### config.mk
export PLATFORM = sky130hd
export DESIGN_NAME = selecteur_type_de
export DESIGN_NICKNAME = d
export VERILOG_FILES = /design/src/rtl/selecteur_type_de.sv
export SDC_FILE = /design/constraint.sdc
export NUM_CORES = 1
export LEC_CHECK = 0
export ABC_AREA = 1
export BUFFER_PORTS_ARGS = -buffer_cell sky130_fd_sc_hd__buf_2
export CORE_ASPECT_RATIO = 0.8
export CORE_MARGIN = 4
export CORE_UTILIZATION = 45
export DETAILED_ROUTE_END_ITERATION = 10
export HOLD_SLACK_MARGIN = 0.1
export PLACE_DENSITY = 0.65
export SLEW_MARGIN = 20
export SYNTH_ARGS = -nofsm -noshare
export SYNTH_HDL_FRONTEND = slang
export SYNTH_SLANG_ARGS = --single-unit
### constraint.sdc
create_clock -name clk -period 2.2 [get_ports clk]
set_clock_uncertainty 0.05 [all_clocks]
set_input_delay 0.33 -clock clk [delete_from_list [all_inputs] [get_ports clk]]
set_output_delay 0.33 -clock clk [all_outputs]
set_load 0.05 [all_outputs]
### src/rtl/selecteur_type_de.sv
// rtl/selecteur_type_de.sv - die-type selector: two debounced buttons step through D4..D100.
// Optional build macro SELECTEUR_AUTO_REPEAT_EN adds auto-repeat on held buttons.

module selecteur_type_de_bouton #(
  parameter int DEBOUNCE_CYCLES = 500000,
  parameter int REPEAT_CYCLES   = 25000000
) (
  input  logic clk,
  input  logic rst_n,
  input  logic btn,
`ifdef SELECTEUR_AUTO_REPEAT_EN
  input  logic bloque,
`endif
  output logic niveau,
  output logic evt
);

  localparam int CW = $clog2(DEBOUNCE_CYCLES + 1);
  localparam logic [CW-1:0] CNT_LAST = CW'(DEBOUNCE_CYCLES - 1);

  logic          s1;
  logic          s2;
  logic [CW-1:0] cnt;
  logic          front;

  // The counter only advances while the synchronized level disagrees with
  // the accepted one and is cleared on acceptance, so it can never wrap.
  always_ff @(posedge clk or negedge rst_n) begin
    if (!rst_n) begin
      s1     <= 1'b0;
      s2     <= 1'b0;
      niveau <= 1'b0;
      cnt    <= '0;
      front  <= 1'b0;
    end else begin
      s1    <= btn;
      s2    <= s1;
      front <= 1'b0;
      if (s2 == niveau) begin
        cnt <= '0;
      end else if (cnt >= CNT_LAST) begin
        niveau <= s2;
        cnt    <= '0;
        front  <= s2;
      end else begin
        cnt <= cnt + 1'b1;
      end
    end
  end

`ifdef SELECTEUR_AUTO_REPEAT_EN
  localparam int RW = $clog2(REPEAT_CYCLES + 1);
  localparam logic [RW-1:0] REP_LAST = RW'(REPEAT_CYCLES - 1);

  logic [RW-1:0] rep;
  logic          rep_evt;

  // Repeat stops as soon as the pin is seen released, not only once the
  // release itself has been debounced.
  always_ff @(posedge clk or negedge rst_n) begin
    if (!rst_n) begin
      rep     <= '0;
      rep_evt <= 1'b0;
    end else begin
      rep_evt <= 1'b0;
      if (!niveau || !s2 || bloque) begin
        rep <= '0;
      end else if (rep >= REP_LAST) begin
        rep     <= '0;
        rep_evt <= 1'b1;
      end else begin
        rep <= rep + 1'b1;
      end
    end
  end

  assign evt = front | rep_evt;
`else
  assign evt = front;
`endif

endmodule

module selecteur_type_de #(
  parameter int DEBOUNCE_CYCLES = 500000,
  parameter int REPEAT_CYCLES   = 25000000
) (
  input  logic       clk,
  input  logic       rst_n,
  input  logic       btnSuiv,
  input  logic       btnPrec,
  output logic [6:0] dMin,
  output logic [6:0] dMax,
  output logic       changement
);

  typedef enum logic [2:0] {D4, D6, D8, D10, D12, D20, D100} etat_t;

  etat_t etat;
  logic  niv_suiv;
  logic  niv_prec;
  logic  evt_suiv;
  logic  evt_prec;

  selecteur_type_de_bouton #(
    .DEBOUNCE_CYCLES(DEBOUNCE_CYCLES),
    .REPEAT_CYCLES  (REPEAT_CYCLES)
  ) u_suiv (
    .clk   (clk),
    .rst_n (rst_n),
    .btn   (btnSuiv),
`ifdef SELECTEUR_AUTO_REPEAT_EN
    .bloque(niv_prec),
`endif
    .niveau(niv_suiv),
    .evt   (evt_suiv)
  );

  selecteur_type_de_bouton #(
    .DEBOUNCE_CYCLES(DEBOUNCE_CYCLES),
    .REPEAT_CYCLES  (REPEAT_CYCLES)
  ) u_prec (
    .clk   (clk),
    .rst_n (rst_n),
    .btn   (btnPrec),
`ifdef SELECTEUR_AUTO_REPEAT_EN
    .bloque(niv_suiv),
`endif
    .niveau(niv_prec),
    .evt   (evt_prec)
  );

`ifndef SELECTEUR_AUTO_REPEAT_EN
  logic niv_inutile;
  assign niv_inutile = niv_suiv & niv_prec;
`endif

  function automatic etat_t suivant(input etat_t e);
    case (e)
      D4:      suivant = D6;
      D6:      suivant = D8;
      D8:      suivant = D10;
      D10:     suivant = D12;
      D12:     suivant = D20;
      D20:     suivant = D100;
      default: suivant = D4;
    endcase
  endfunction

  function automatic etat_t precedent(input etat_t e);
    case (e)
      D4:      precedent = D100;
      D6:      precedent = D4;
      D8:      precedent = D6;
      D10:     precedent = D8;
      D12:     precedent = D10;
      D20:     precedent = D12;
      default: precedent = D20;
    endcase
  endfunction

  function automatic logic [6:0] face_max(input etat_t e);
    case (e)
      D4:      face_max = 7'd4;
      D6:      face_max = 7'd6;
      D8:      face_max = 7'd8;
      D10:     face_max = 7'd10;
      D12:     face_max = 7'd12;
      D20:     face_max = 7'd20;
      default: face_max = 7'd100;
    endcase
  endfunction

  // Simultaneous events cancel: state, outputs and changement all hold.
  always_ff @(posedge clk or negedge rst_n) begin
    if (!rst_n) begin
      etat       <= D6;
      dMin       <= 7'd1;
      dMax       <= 7'd6;
      changement <= 1'b0;
    end else begin
      dMin       <= 7'd1;
      changement <= 1'b0;
      if (evt_suiv && !evt_prec) begin
        etat       <= suivant(etat);
        dMax       <= face_max(suivant(etat));
        changement <= 1'b1;
      end else if (evt_prec && !evt_suiv) begin
        etat       <= precedent(etat);
        dMax       <= face_max(precedent(etat));
        changement <= 1'b1;
      end
    end
  end

endmodule

# ---- Word-level counts from Yosys, hierarchy flattened
# Cells that the tools add are included.
# W data, S select, Z words.
dict set report op_classes {
  add_sub_neg 2
  bitwise_logic 2
  eq_ne 17
  n_mux 20
  order_cmp 2
  n_reduce_logical 10
}
# op count
set ops {}
lappend ops {{$pmux W7 S6} 2}
lappend ops {{$mux W19} 4}
lappend ops {{$add A19 B1 Y19 const B} 2}
lappend ops {{$ge A19 B19 Y1 const B} 2}
lappend ops {{$pmux W3 S6} 2}
lappend ops {{$eq A3 B2 Y1 const B} 6}
lappend ops {{$eq A3 B3 Y1 const B} 6}
lappend ops {{$mux W7} 2}
lappend ops {{$mux W3} 4}
lappend ops {{$eq A3 B1 Y1 const B} 3}
lappend ops {{$logic_not A3 Y1} 3}
lappend ops {{$mux W1} 6}
lappend ops {{$reduce_and A2 Y1} 2}
lappend ops {{$eq A1 B1 Y1} 2}
lappend ops {{$logic_and A1 B1 Y1} 2}
lappend ops {{$logic_not A1 Y1} 2}
lappend ops {{$not A1 Y1} 2}
lappend ops {{$reduce_bool A2 Y1} 1}
dict set report word_totals {
  out_inout_bits 15
  in_bits 4
  reg_bits 57
  elab_cells 66
}

# ---- Depth between registers and ports, before layout
# Gate-level depths: netlist of run 1.
dict set report logic_depth {
  word_depth 8
  depth_mapped 9
}

# ---- By module
# A second synthesis of run 1 with hierarchy kept.
dict set report hier_totals {
  cells_unflattened 396
  area_unflattened_um2 3165.5
}
# mod n_inst area_each_um2 cells_each
set by_module_without_submodules {}
lappend by_module_without_submodules {selecteur_type_de_bouton 2 1272.5 157}
lappend by_module_without_submodules {selecteur_type_de 1 620.6 82}

# ---- Worst setup path before layout of run 1
# No wires, ideal clock.
dict set report synth_path {
  kind {flip-flop to flip-flop}
  startpoint {reg u_suiv.cnt[0]}
  endpoint {reg u_suiv.cnt[8]}
  slack_ns 0.667
  setup_time_ns 0.128
  n_path_buf 1
  arrival_time_ns 1.355
  required_ns 2.022
  path_stages_with_launch 10
  cell_sequence {dfrtp_1 > ha_1 > nand2_1 > nor2_4 > inv_2 > nor2_2 > nand2_2 > nand4_4 > buf_12 > nor2_4}
}
dict set report synth_via {
  elab_chain_cells 3
  word_cells_on_any_way 4
}
# element line
set synth_rtl {}
lappend synth_rtl {{start: declaration} 23} ;# logic [CW-1:0] cnt;
lappend synth_rtl {{start signal: assignment} 46} ;# cnt <= cnt + 1'b1;
lappend synth_rtl {{$add A19 B1 Y19 / $ge A19 B19 Y1 (equally long branches)} {46, 41}}
lappend synth_rtl {{$mux W19 *} 41} ;# end else if (cnt >= CNT_LAST) begin
lappend synth_rtl {{$mux W19 *} 39} ;# if (s2 == niveau) begin
# Every way passes the cells marked *; elsewhere a longest branch is shown, timed or not.
# A chain may end at the register's enable or synchronous reset.

# ---- Final worst setup path of run 1
dict set report layout_path {
  startpoint {reg u_suiv.cnt[0]}
  endpoint {reg u_suiv.cnt[18]}
}
# Same word-level chain as after synthesis.

==> summary.md, run 1 <==
| Metric | Value |
|---|---|
| Post-Route Utilization | 50.9% |
| Post-Syn Area | 3080 sq um |
| Worst hold path type | reg2reg |
| Max-cap violations | 0 |
| Final worst path period need | 1.73 ns |
| Gate power share | 6.4% |
| Cell Pwr Density | 509 nW/um^2 |
| Diode count | 0 |
| Remaining DRCs | 0 |
| Setup Fix Bufs, Post-CTS | 0 |
| I/O Pins | 19 |
| Number of global-route vias before repair | 2,078 |
| Crit path DAT | 1.88 ns |
| Setup_tns | 0 ns |
| H-tree depth | 2 |
| CTS tree | done |
| Peak VDD IR | 0.000275 V |
| Setup crit start kind | flip-flop |
| Multi-input gate area | between 1000 and 1500 sq um |
| Core ar. | 6510 sq um |
| Layout cell share with drive strength beyond 1 | 14.7% |
| FF-to-FF End | u_suiv.cnt[18]$_DFF_PN0_ |
| Yosys reg bits | 55 |
| CP startpoint | u_suiv.cnt[0]$_DFF_PN0_ |
| Post-synthesis async set-or-reset flop share | 100% |
| DR pass1 iterations | 5 |
| Die area | 8240 sq um |
| Hpwl dp | 4.15 mm |
| Clock power frac | 32.4% |
| Number of flops mapped to enable cells by yosys | 0 |
| P_int | 1.27 mW |
| Main synth FF type | dfrtp_1 |
| Vias per cell | 4.74 |
| Top post-synthesis cells by area | dfrtp_1, nand2_1, nor2_1 |
| Design Area, Final | 3310 sq um |
| YS warnings | 0 |
| Worst-Skew Late Latency | 0.31 ns |
| Post-cts resize count | 0 |
| CP Class | reg2reg |
| Sw power | approximately 0.42 mW |
| Setup Viol. Count Final | 0 |
| Syn Area/Cell | 8.16 sq um |
| R2R cell count | 9 |
| Crit end category | flip-flop |
| Netlist cell types | 33 |
| FF+latch area | 1380 sq um |
| Largest net degree at the start of global routing | 32 |
| Status | completed |
| Clock Pin Slew Worst Setup and Hold Paths | around 0.10 ns |
| Post-DRT Antenna Nets | 0 |
| P_leak | 1.50 nW |
| Starting Density | a little under half |
| Die Y-Extent | between 80 and 90 microns |
| Clock Path Buffers | 2 |
| Commonest non-fill, non-tap cell in the layout | nand2_1 |
| CTS buffer count | 5 |
| Worst-Margin Slew | approximately 0.57 ns |
| Most frequent cells in the layout | nand2_1, nor2_1, dfrtp_1, inv_1, nand3_1 |
| Hold Slack | 0.303 ns |
| Switching Fraction | 24.7% |
| Clk sink count | between 50 and 60 |
| Tot GR Track Use | ~14% |
| Final hold violation count | 0 |
| Synth area leader | dfrtp_1 |
| FP Rows | 26 |
| Max_slew headroom | 61.8% |
| Initial antenna violation count | 0 |
| Initial DRC Count | 100 |
| Final period util | 78.8% |
| Post-Route WL | approximately 5.4 mm |
| Fill cells | approximately 650 |
| Crit path required time | roughly 2.4 ns |
| Root buffer cell | clkbuf_8 |
| R2R setup slack | 0.47 ns |
| Cell Area, Placed | between 3000 and 4000 sq um |
| Post-layout nets | 400 |
| Post-synthesis cell count | about 380 |
| Worst Setup EP | u_suiv.cnt[18]$_DFF_PN0_ |
| Die W | ~100 microns |
| Pins Over Slew Limit | 0 |
| Reg power frac | 61.3% |
| Seq/Total Area, Yosys | between 40% and 50% |
| Number of port buffers | 10 |
| Gr ovfl total | 0 |
| Via count | 2,264 |
| Global-route wire length before repair | 9.33 mm |
| Avg WL per Cell | roughly 11 microns |
| Peak fanout along the critical path | 12 |
| Highest clock rate | 577 MHz |
| Layout area overhead | 7.56% |
| Synth top area share | 42.3% |
| Critical R2R Launch | u_suiv.cnt[0]$_DFF_PN0_ |
| Power, Total | 1.68 mW |
| GP Congestion | about 0.87 |
| RSZ-0062 raised after global routing | no |
## Yosys cell counts (2+ instances only)
cell	count
nand3_2	2
conb_1	2
o21ai_0	14
buf_4	10
nor2_1	70
nor3_1	2
dfstp_2	3
nand4_4	2
nand3_1	21
xnor2_1	7
inv_2	6
a21oi_1	7
inv_1	37
ha_1	3
nand4_1	6
a31oi_1	2
dfrtp_1	52
nand2_1	77
xor2_1	18
nor2_4	11
o21ai_1	2
nor2_2	9
nand2_2	4
## what timing repair did
action | in CTS | in global routing
hold endpoints to repair | 26 | 0
setup endpoints to repair | 0 | 0
hold buffers | 3 | 0
## metal layers
layer,vias up,share of wire [%],track usage (%)
li1,1195,-,-
met1,1035,52,20.6
met2,30,43,22.0
met3,4,4.1,3.06
met4,0,0.79,2.96
met5,-,0,0
## cell families (layout without fill, tap and decap cells)
kind of cell	after synthesis	after routing	share of synthesized area [%]
XOR/XNOR	25	25	7.11
flip-flops	55	55	44.8
AO/OA/AOI/OAI	31	31	5.65
other	2	8	0.244
AND/OR/NAND/NOR	206	206	32.5
buffers and inverters	55	66	8.45
adder cells (fa/ha/maj)	3	3	1.22
## metrics by stage
step / cells / setup WS, ns
after floorplan: 383 / 0.667
after global placement: 467 / 0.512
after detailed placement: 467 / 0.474
after CTS: 478 / 0.452
after global routing: 478 / 0.333
final: 478 / 0.467
## registers in the layout (all words and copies together) (netlist names), 3 cells and up
register    cells
u_prec.cnt     19
u_suiv.cnt     19
etat            3
dMax            5
## worst max-delay path, stage by stage (launching register included)
cell and delay, ns:
dfrtp_1 0.40, ha_1 0.20, nand2_1 0.11, nor2_4 0.16, inv_2 0.05, nor2_2 0.10, nand2_2 0.09, nand4_4 0.23
buf_12 0.20, nor2_1 0.05
## power groups by stage
stage / Combinational, mW / Clock (mW) / Sequential [mW]
after global placement: 0.104 / 0 / 1.05
after CTS: 0.110 / 0.568 / 1.03
after floorplan: 0.0842 / 0 / 1.05
after global routing: 0.120 / 0.612 / 1.03
after detailed placement: 0.106 / 0 / 1.05
final: 0.107 / 0.545 / 1.03
## cell type report
type,count,share of cell area (%)
Multi-Input combinational cell,273,44.1
Sequential cell,55,41.7
Inverter,43,4.88
Timing Repair Buffer,15,3.63
Tap cell,84,3.17
Clock buffer,5,2.08
Clock inverter,3,0.454
## how the worst min path moves through the flow
| stage | end | cells after the start | from | slack [ns] |
|---|---|---|---|---|
| after floorplan | changement$_DFF_PN0_ | 0 | rst_n | -0.02 |
| after global routing | u_suiv.s2$_DFF_PN0_ | 0 | u_suiv.s1$_DFF_PN0_ | 0.32 |
| after global placement | u_prec.s2$_DFF_PN0_ | 0 | u_prec.s1$_DFF_PN0_ | 0.29 |
| after CTS | u_prec.s2$_DFF_PN0_ | 0 | u_prec.s1$_DFF_PN0_ | 0.31 |
| after detailed placement | u_prec.s2$_DFF_PN0_ | 0 | u_prec.s1$_DFF_PN0_ | 0.29 |
| final | u_prec.s2$_DFF_PN0_ | 0 | u_prec.s1$_DFF_PN0_ | 0.30 |
No activity file was read; power rests on OpenSTA's default activity.
==> run 2, diff against run 1 <==
--- a/config.mk
+++ b/config.mk
@@ -12,7 +12,7 @@
 export CORE_UTILIZATION = 45
 export DETAILED_ROUTE_END_ITERATION = 10
 export HOLD_SLACK_MARGIN = 0.1
-export PLACE_DENSITY = 0.65
+export PLACE_DENSITY = 0.67
 export SLEW_MARGIN = 20
 export SYNTH_ARGS = -nofsm -noshare
 export SYNTH_HDL_FRONTEND = slang
==> constraint.sdc (replaced) <==
create_clock -name clk -period 1.5 [get_ports clk]
set_clock_uncertainty 0.05 [all_clocks]
set_input_delay 0.225 -clock clk [delete_from_list [all_inputs] [get_ports clk]]
set_output_delay 0.225 -clock clk [all_outputs]
set_load 0.05 [all_outputs]
==> run 2 against run 1 <==
- the flow now finishes with violations (setup timing)
- global-route usage rose by 0.57 points
- flip-flop and latch count is the same
- maximum frequency rose by 12%
- combinational power rose by 84%
- clock-buffer cell count is 1 higher
- via count up 6.6%
- utilization increased by 5.7 points
- critical path depth did not move
- highest routed layer unchanged
==> summary.md, run 2 (synthesis results as in run 1) <==
| Metric | Value |
|---|---|
| Status | complete, but fails checks (was completed) |
| Failing checks | setup timing |
| Most frequent cells in the layout | nand2_1, nor2_1, dfrtp_1, inv_1, buf_4 (was nand2_1, nor2_1, dfrtp_1, inv_1, nand3_1) |
| Tot GR Track Use | 14.8% (was 14.2%) |
| FP Rows | 26 (unchanged) |
| Worst hold path type | in2async (was reg2reg) |
| Worst-Skew Late Latency | 0.31 ns (about the same) |
| Post-layout nets | 428 (was 400) |
| Placed Instances | 488 (was 467) |
| Largest net degree at the start of global routing | 45 (was 32) |
| Starting Density | 47.3% (unchanged) |
| Commonest non-fill, non-tap cell in the layout | nand2_1 (unchanged) |
| Layout cell share with drive strength beyond 1 | 27.5% (was 14.7%) |
| Die area | 8240 sq um (unchanged) |
| Setup_tns | -0.809 ns (was 0 ns) |
| Initial antenna violation count | 0 (unchanged) |
| R2R cell count | 9 (unchanged) |
| Layout area overhead | 19.7% (was 7.56%) |
| Final period util | 103% (was 78.8%) |
| GP Congestion | 0.886 (was 0.870) |
| Remaining DRCs | 0 (unchanged) |
| Final worst path period need | 1.55 ns (was 1.73 ns) |
| Global-route wire length before repair | 9.73 mm (was 9.33 mm) |
| Fill cells | 590 (was 649) |
| R2R setup slack | -0.05 ns (was 0.47 ns) |
| Worst path max stage delay | 0.40 ns (about the same) |
| Gate power share | 7.8% (was 6.4%) |
| Crit path required time | 1.65 ns (was 2.35 ns) |
| CP Class | reg2reg (unchanged) |
| Power, Total | 2.53 mW (was 1.68 mW) |
| Clock Pin Slew Worst Setup and Hold Paths | 0.10 ns (about the same) |
| Crit path DAT | 1.70 ns (was 1.88 ns) |
| CP max stage cell | dfrtp_1 (unchanged) |
| CTS buffer count | 5 (unchanged) |
| Die W | 100 microns (unchanged) |
| Vias per cell | 4.77 (was 4.74) |
| Setup Viol. Count Final | 20 (was 0) |
| Fin cells | 506 (was 478) |
| Number of global-route vias before repair | 2,198 (was 2,078) |
| Root buffer cell | clkbuf_8 (unchanged) |
| P_leak | 1.65 nW (was 1.50 nW) |
| Reg power frac | 59.8% (was 61.3%) |
| Biggest registers after layout | u_prec.cnt (19), u_suiv.cnt (19), dMax (5) (unchanged) |
| Pins Over Slew Limit | 0 (unchanged) |
| DR pass1 iterations | 4 (was 5) |
| H-tree depth | 2 (unchanged) |
| Max-cap violations | 0 (unchanged) |
| Highest clock rate | 645 MHz (was 577 MHz) |
| RSZ-0062 raised after global routing | yes (was no) |
| Clk sink count | 55 (unchanged) |
| Hpwl dp | 4.09 mm (was 4.15 mm) |
| CTS tree | done (unchanged) |
| Switching Fraction | 25.3% (was 24.7%) |
| Sw power | 0.640 mW (was 0.416 mW) |
| Initial DRC Count | 116 (was 100) |
| Crit end category | flip-flop (unchanged) |
| Clock power frac | 32.4% (about the same) |
| Gr ovfl total | 0 (unchanged) |
| Avg WL per Cell | 11.6 microns (was 11.4 microns) |
| Critical-path cell list | ha_2, nand2_2, nor2_4, inv_2, nor2_2, nand2_2, nand4_4, buf_12, nor2_4 (was ha_1, nand2_1, nor2_4, inv_2, nor2_2, nand2_2, nand4_4, buf_12, nor2_1) |
| Die Y-Extent | 82.0 microns (unchanged) |
| Number of port buffers | 10 (unchanged) |
| Min setup slack post-route | -0.0500 ns (was 0.467 ns) |
| Diode count | 0 (unchanged) |
| Post-Route Utilization | 56.6% (was 50.9%) |
| Peak fanout along the critical path | 8 (was 12) |
| Final hold violation count | 0 (unchanged) |
| Via count | 2,413 (was 2,264) |
| Cell Pwr Density | 688 nW/um^2 (was 509 nW/um^2) |
| Core ar. | 6510 sq um (unchanged) |
| I/O Pins | 19 (unchanged) |
| Setup crit start kind | flip-flop (unchanged) |
| Post-Route WL | 5.88 mm (was 5.43 mm) |
| Peak VDD IR | 0.000591 V (was 0.000275 V) |
| Post-DRT Antenna Nets | 0 (unchanged) |
| P_int | 1.89 mW (was 1.27 mW) |
| Clock Path Buffers | 2 (unchanged) |
==> run 2: changes by cell type in the layout (fill, tap and decap cells not counted), sizes merged <==
cell      previous run  this run
clkinv               3         1
buf                 12        40
clkinvlp             0         1
clkbuf               5         6
==> run 2: layer usage <==
| layer | share of wire, % | global-route usage (%) |
|---|---|---|
| met4 | 1.1 | 4.31 |
| met2 | 42 | 22.4 |
| met1 | 53 | 21.3 |
| met5 | 0 | 0 |
| met3 | 3.4 | 3.14 |
==> run 2: worst paths after layout <==
kind | start | endpoint
worst min-delay path | rst_n | u_prec.cnt[4]$_DFF_PN0_
worst max register to register | u_suiv.cnt[0]$_DFF_PN0_ | u_suiv.cnt[17]$_DFF_PN0_
max in group asynchronous | rst_n | dMax[1]$_DFFE_PN1P_
worst min register to register | u_suiv.s1$_DFF_PN0_ | u_suiv.s2$_DFF_PN0_
worst max-delay path | u_suiv.cnt[0]$_DFF_PN0_ | u_suiv.cnt[17]$_DFF_PN0_
min in group clk | u_suiv.s1$_DFF_PN0_ | u_suiv.s2$_DFF_PN0_
==> run 2: final cells by class <==
cell class,count,area [sq um],share of cell area (%)
multi-input combinational,273,1590,43.2
timing repair buffer,43,362,9.82
sequential,55,1380,37.5
clock inverter,2,12.5,0.340
clock buffer,6,72.6,1.97
inverter,43,161,4.38
tap,84,105,2.85
==> run 2: what timing repair did <==
action,4_1_cts,5_1_grt
setup buffers,3,2
resized for setup,2,44
hold endpoints to repair,48,0
endpoints found under the setup margin,21,42
gates cloned,0,2
hold buffers,3,0
pin swaps,1,10
==> run 2: critical path, delay by kind of cell (launching register included) <==
kind	cells	cell delay, ns
adders and majority gates	1	0.20
buffers and inverters	2	0.22
DFF	1	0.40
and+or+nand+nor	6	0.56
==> run 2: per-stage QoR <==
step	hold slack (ns)	setup WS [ns]	area, sq um
detailed placement	0.0908	-0.0691	3370
global placement	0.0879	0.00396	3370
floorplan	-0.121	0.00299	3110
finish	0.280	-0.0500	3680
CTS	0.278	-0.00476	3520
global route	0.316	-0.176	3680
==> run 2: power by group through the flow <==
stage               sequential (mW)  clock (mW)  combinational [mW]
CTS                            1.51       0.856               0.180
floorplan                      1.54           0               0.124
detailed placement             1.54           0               0.174
global route                   1.52       0.916               0.216
global placement               1.54           0               0.172
finish                         1.51       0.821               0.197
==> run 3, diff against run 2 <==
--- a/config.mk
+++ b/config.mk
@@ -16,4 +16,5 @@
 export SLEW_MARGIN = 20
 export SYNTH_ARGS = -nofsm -noshare
 export SYNTH_HDL_FRONTEND = slang
+export SYNTH_HIERARCHICAL = 1
 export SYNTH_SLANG_ARGS = --single-unit
==> run 3 against run 2 <==
- the flow still finishes with violations (setup timing)
- sequential power barely moved
- area after synthesis rose by 2.8%
- utilization fell by 0.093 points
- hold slack improved by 0.027 ns
- critical path depth fell by 1
==> summary.md, run 3 <==
| Metric | Value |
|---|---|
| Status | complete, but fails checks (unchanged) |
| Failing checks | setup timing (unchanged) |
| Die W | 102 microns (was 100 microns) |
| Post-Route WL | 6.41 mm (was 5.88 mm) |
| Number of port buffers | 10 (unchanged) |
| Gr ovfl total | 0 (unchanged) |
| Power, Total | 2.70 mW (was 2.53 mW) |
| Max_slew headroom | about two thirds |
| Max-cap violations | 0 (unchanged) |
| Peak VDD IR | 0.000422 V (was 0.000591 V) |
| Number of flops mapped to enable cells by yosys | 0 (unchanged) |
| Crit end category | flip-flop (unchanged) |
| Hold path depth | 0 |
| Seq/Total Area, Yosys | 43.6% (was 44.8%) |
| Clock Path Buffers | 2 (unchanged) |
| Largest net degree at the start of global routing | 21 (was 45) |
| Critical R2R Launch | u_suiv/cnt[14]$_DFF_PN0_ (was u_suiv.cnt[0]$_DFF_PN0_) |
| Biggest registers after layout | u_prec/cnt (19), u_suiv/cnt (19), dMax (5) (was u_prec.cnt (19), u_suiv.cnt (19), dMax (5)) |
| Setup Viol. Count Final | 3 (was 20) |
| CTS buffer count | 5 (unchanged) |
| Synth top area share | 41.1% (was 42.3%) |
| Fin cells | 532 (was 506) |
| Setup crit start kind | flip-flop (unchanged) |
| Worst-Margin Slew | 0.520 ns |
| Vias per cell | 4.80 (was 4.77) |
| Endpoint, Worst Hold | u_suiv/s2$_DFF_PN0_ |
| Main synth FF type | dfrtp_1 (unchanged) |
| Core ar. | 6860 sq um (was 6510 sq um) |
| Clk sink count | 55 (unchanged) |
| Worst-Skew Late Latency | 0.31 ns (about the same) |
| Global-route wire length before repair | 10.4 mm (was 9.73 mm) |
| CTS tree | done (unchanged) |
| Yosys reg bits | 55 (unchanged) |
| Netlist cell types | 29 (was 33) |
| Most frequent cells in the layout | nand2_1, nor2_1, dfrtp_1, inv_1 (was nand2_1, nor2_1, dfrtp_1, inv_1, buf_4) |
| FF+latch area | 1390 sq um (was 1380 sq um) |
| Worst Hold Launch | u_suiv/s1$_DFF_PN0_ |
| P_leak | 1.73 nW (was 1.65 nW) |
| Initial antenna violation count | 0 (unchanged) |
| Final hold violation count | 0 (unchanged) |
| Layout cell share with drive strength beyond 1 | 32.1% (was 27.5%) |
| Post-synthesis cell count | 396 (was 377) |
| Remaining DRCs | 0 (unchanged) |
| Number of global-route vias before repair | 2,342 (was 2,198) |
| Final worst path period need | 1.51 ns (was 1.55 ns) |
| Starting Density | 46.2% (was 47.3%) |
| R2R cell count | 8 (was 9) |
| Layout area overhead | 22.5% (was 19.7%) |
| Most common cell in the netlist | nand2_1 (unchanged) |
| Highest clock rate | 661 MHz (was 645 MHz) |
| Design Area, Final | 3880 sq um (was 3680 sq um) |
| Worst hold path type | reg2reg (was in2async) |
| Pins Over Slew Limit | 0 (unchanged) |
| R2R setup slack | -0.01 ns (was -0.05 ns) |
| Setup_tns | -0.0241 ns (was -0.809 ns) |
| Cell Area, Placed | 3380 sq um (was 3370 sq um) |
| DR pass1 iterations | 4 (unchanged) |
| CP Class | reg2reg (unchanged) |
| Placed Instances | 500 (was 488) |
| Crit path DAT | 1.65 ns (was 1.70 ns) |
| Via count | 2,554 (was 2,413) |
| Post-synthesis async set-or-reset flop share | 100% (unchanged) |
| YS warnings | 6 (was 0) |
| Crit path required time | 1.64 ns (was 1.65 ns) |
| Commonest non-fill, non-tap cell in the layout | nand2_1 (unchanged) |
| Die Y-Extent | 83.0 microns (was 82.0 microns) |
| Avg WL per Cell | 12.1 microns (was 11.6 microns) |
| Hpwl dp | 4.22 mm (was 4.09 mm) |
| FF-to-FF End | u_suiv/cnt[12]$_DFF_PN0_ (was u_suiv.cnt[17]$_DFF_PN0_) |
| Clock Pin Slew Worst Setup and Hold Paths | 0.11 ns (was 0.10 ns) |
| Hold Slack | 0.307 ns (was 0.280 ns) |
| Tot GR Track Use | 15.1% (was 14.8%) |
| Post-layout nets | 451 (was 428) |
| Min setup slack post-route | -0.0119 ns (was -0.0500 ns) |
| I/O Pins | 19 (unchanged) |
| FP Rows | 27 (was 26) |
| Syn Area/Cell | 7.99 sq um (was 8.16 sq um) |
| GP Congestion | 0.837 (was 0.886) |
| Peak fanout along the critical path | 8 (unchanged) |
| Post-DRT Antenna Nets | 0 (unchanged) |
| Fill cells | 606 (was 590) |
| Post-Route Utilization | 56.5% (was 56.6%) |
| RSZ-0062 raised after global routing | yes (unchanged) |
| DP Worst Slack | -0.0724 ns (was -0.0691 ns) |
| Diode count | 0 (unchanged) |
| Multi-input gate area | 1710 sq um (was 1590 sq um) |
| Initial DRC Count | 85 (was 116) |
| Top post-synthesis cells by area | dfrtp_1, nand2_1, nor2_1 (unchanged) |
| Cell Pwr Density | 698 nW/um^2 (was 688 nW/um^2) |
| H-tree depth | 2 (unchanged) |
| Commonest cells in the netlist | nand2_1, nor2_1, dfrtp_1 (unchanged) |
| Post-Syn Area | 3170 sq um (was 3080 sq um) |
| Synth area leader | dfrtp_1 (unchanged) |
| Die area | 8450 sq um (was 8240 sq um) |
| Final period util | 101% (was 103%) |
| Root buffer cell | clkbuf_8 (unchanged) |
## run 3: cell types whose count changed after synthesis, sizes merged, moves of 3 or more
cell / previous run / this run
inv: 43 / 38
o21ai: 16 / 8
nand4: 8 / 12
buf: 11 / 15
a21oi: 7 / 4
nand3: 23 / 27
nand2: 81 / 102
nor3: 2 / 5
nor2: 91 / 94
xor2: 18 / 22
## run 3: kinds of logic (layout without fill, tap and decap cells)
family / Yosys count / in the layout / synth area share [%]
xor+xnor: 28 / 28 / 7.75
flops: 55 / 55 / 43.6
fa+ha+maj: 3 / 3 / 1.19
simple gates: 240 / 240 / 36.3
compound gates: 15 / 15 / 2.89
other cells: 2 / 8 / 0.237
buf+inv: 53 / 96 / 8.06
## run 3: repair_timing
| action | in CTS | in global routing |
|---|---|---|
| hold buffers | 3 | 0 |
| buffers inserted | 5 | 16 |
| endpoints found under the setup margin | 38 | 38 |
| pin swaps | 1 | 16 |
| endpoints found under the hold margin | 18 | 0 |
| gates resized for setup | 3 | 47 |
## run 3: power breakdown
group          switching, mW  total [mW]  internal [mW]
Clock                  0.496       0.994          0.498
Sequential            0.0196        1.52           1.50
Combinational          0.128       0.189         0.0619
## run 3: layout make-up
class                   count  area share [%]
clock buffers               5            1.78
well taps                  87            2.81
flip-flops and latches     55            35.8
inverters                  38            3.68
clock inverters             3            1.13
multi-input cells         294            44.0
repair buffers             50            10.8
## run 3: critical path, stage by stage, from the launching register on
cell and delay, ns:
dfrtp_1 0.41, buf_4 0.15, nor2_1 0.09, nand2_1 0.08, nor2_2 0.12, nand3_2 0.14, nand4_4 0.16, buf_12 0.16
nor2_4 0.03
## run 3: worst max path at each step
stage                                  start                  endpoint  slack (ns)  cells past startpoint
floorplan            u_prec/cnt[0]$_DFF_PN0_  u_prec/cnt[14]$_DFF_PN0_        0.12                      6
global placement     u_prec/cnt[0]$_DFF_PN0_  u_prec/cnt[14]$_DFF_PN0_       -0.04                      6
detailed placement  u_suiv/cnt[12]$_DFF_PN0_   u_suiv/cnt[2]$_DFF_PN0_       -0.07                      5
CTS                  u_prec/cnt[0]$_DFF_PN0_  u_prec/cnt[16]$_DFF_PN0_       0.008                      7
global route        u_suiv/cnt[14]$_DFF_PN0_  u_suiv/cnt[12]$_DFF_PN0_       -0.07                      8
finish              u_suiv/cnt[14]$_DFF_PN0_  u_suiv/cnt[12]$_DFF_PN0_       -0.01                      8
## run 3: per-layer routing
layer	global-route usage (%)	vias up	routed length, microns
li1	-	1316	-
met1	22.6	1199	3120
met2	22.4	34	3050
met3	2.69	5	201
met4	3.74	0	52
met5	0	-	0
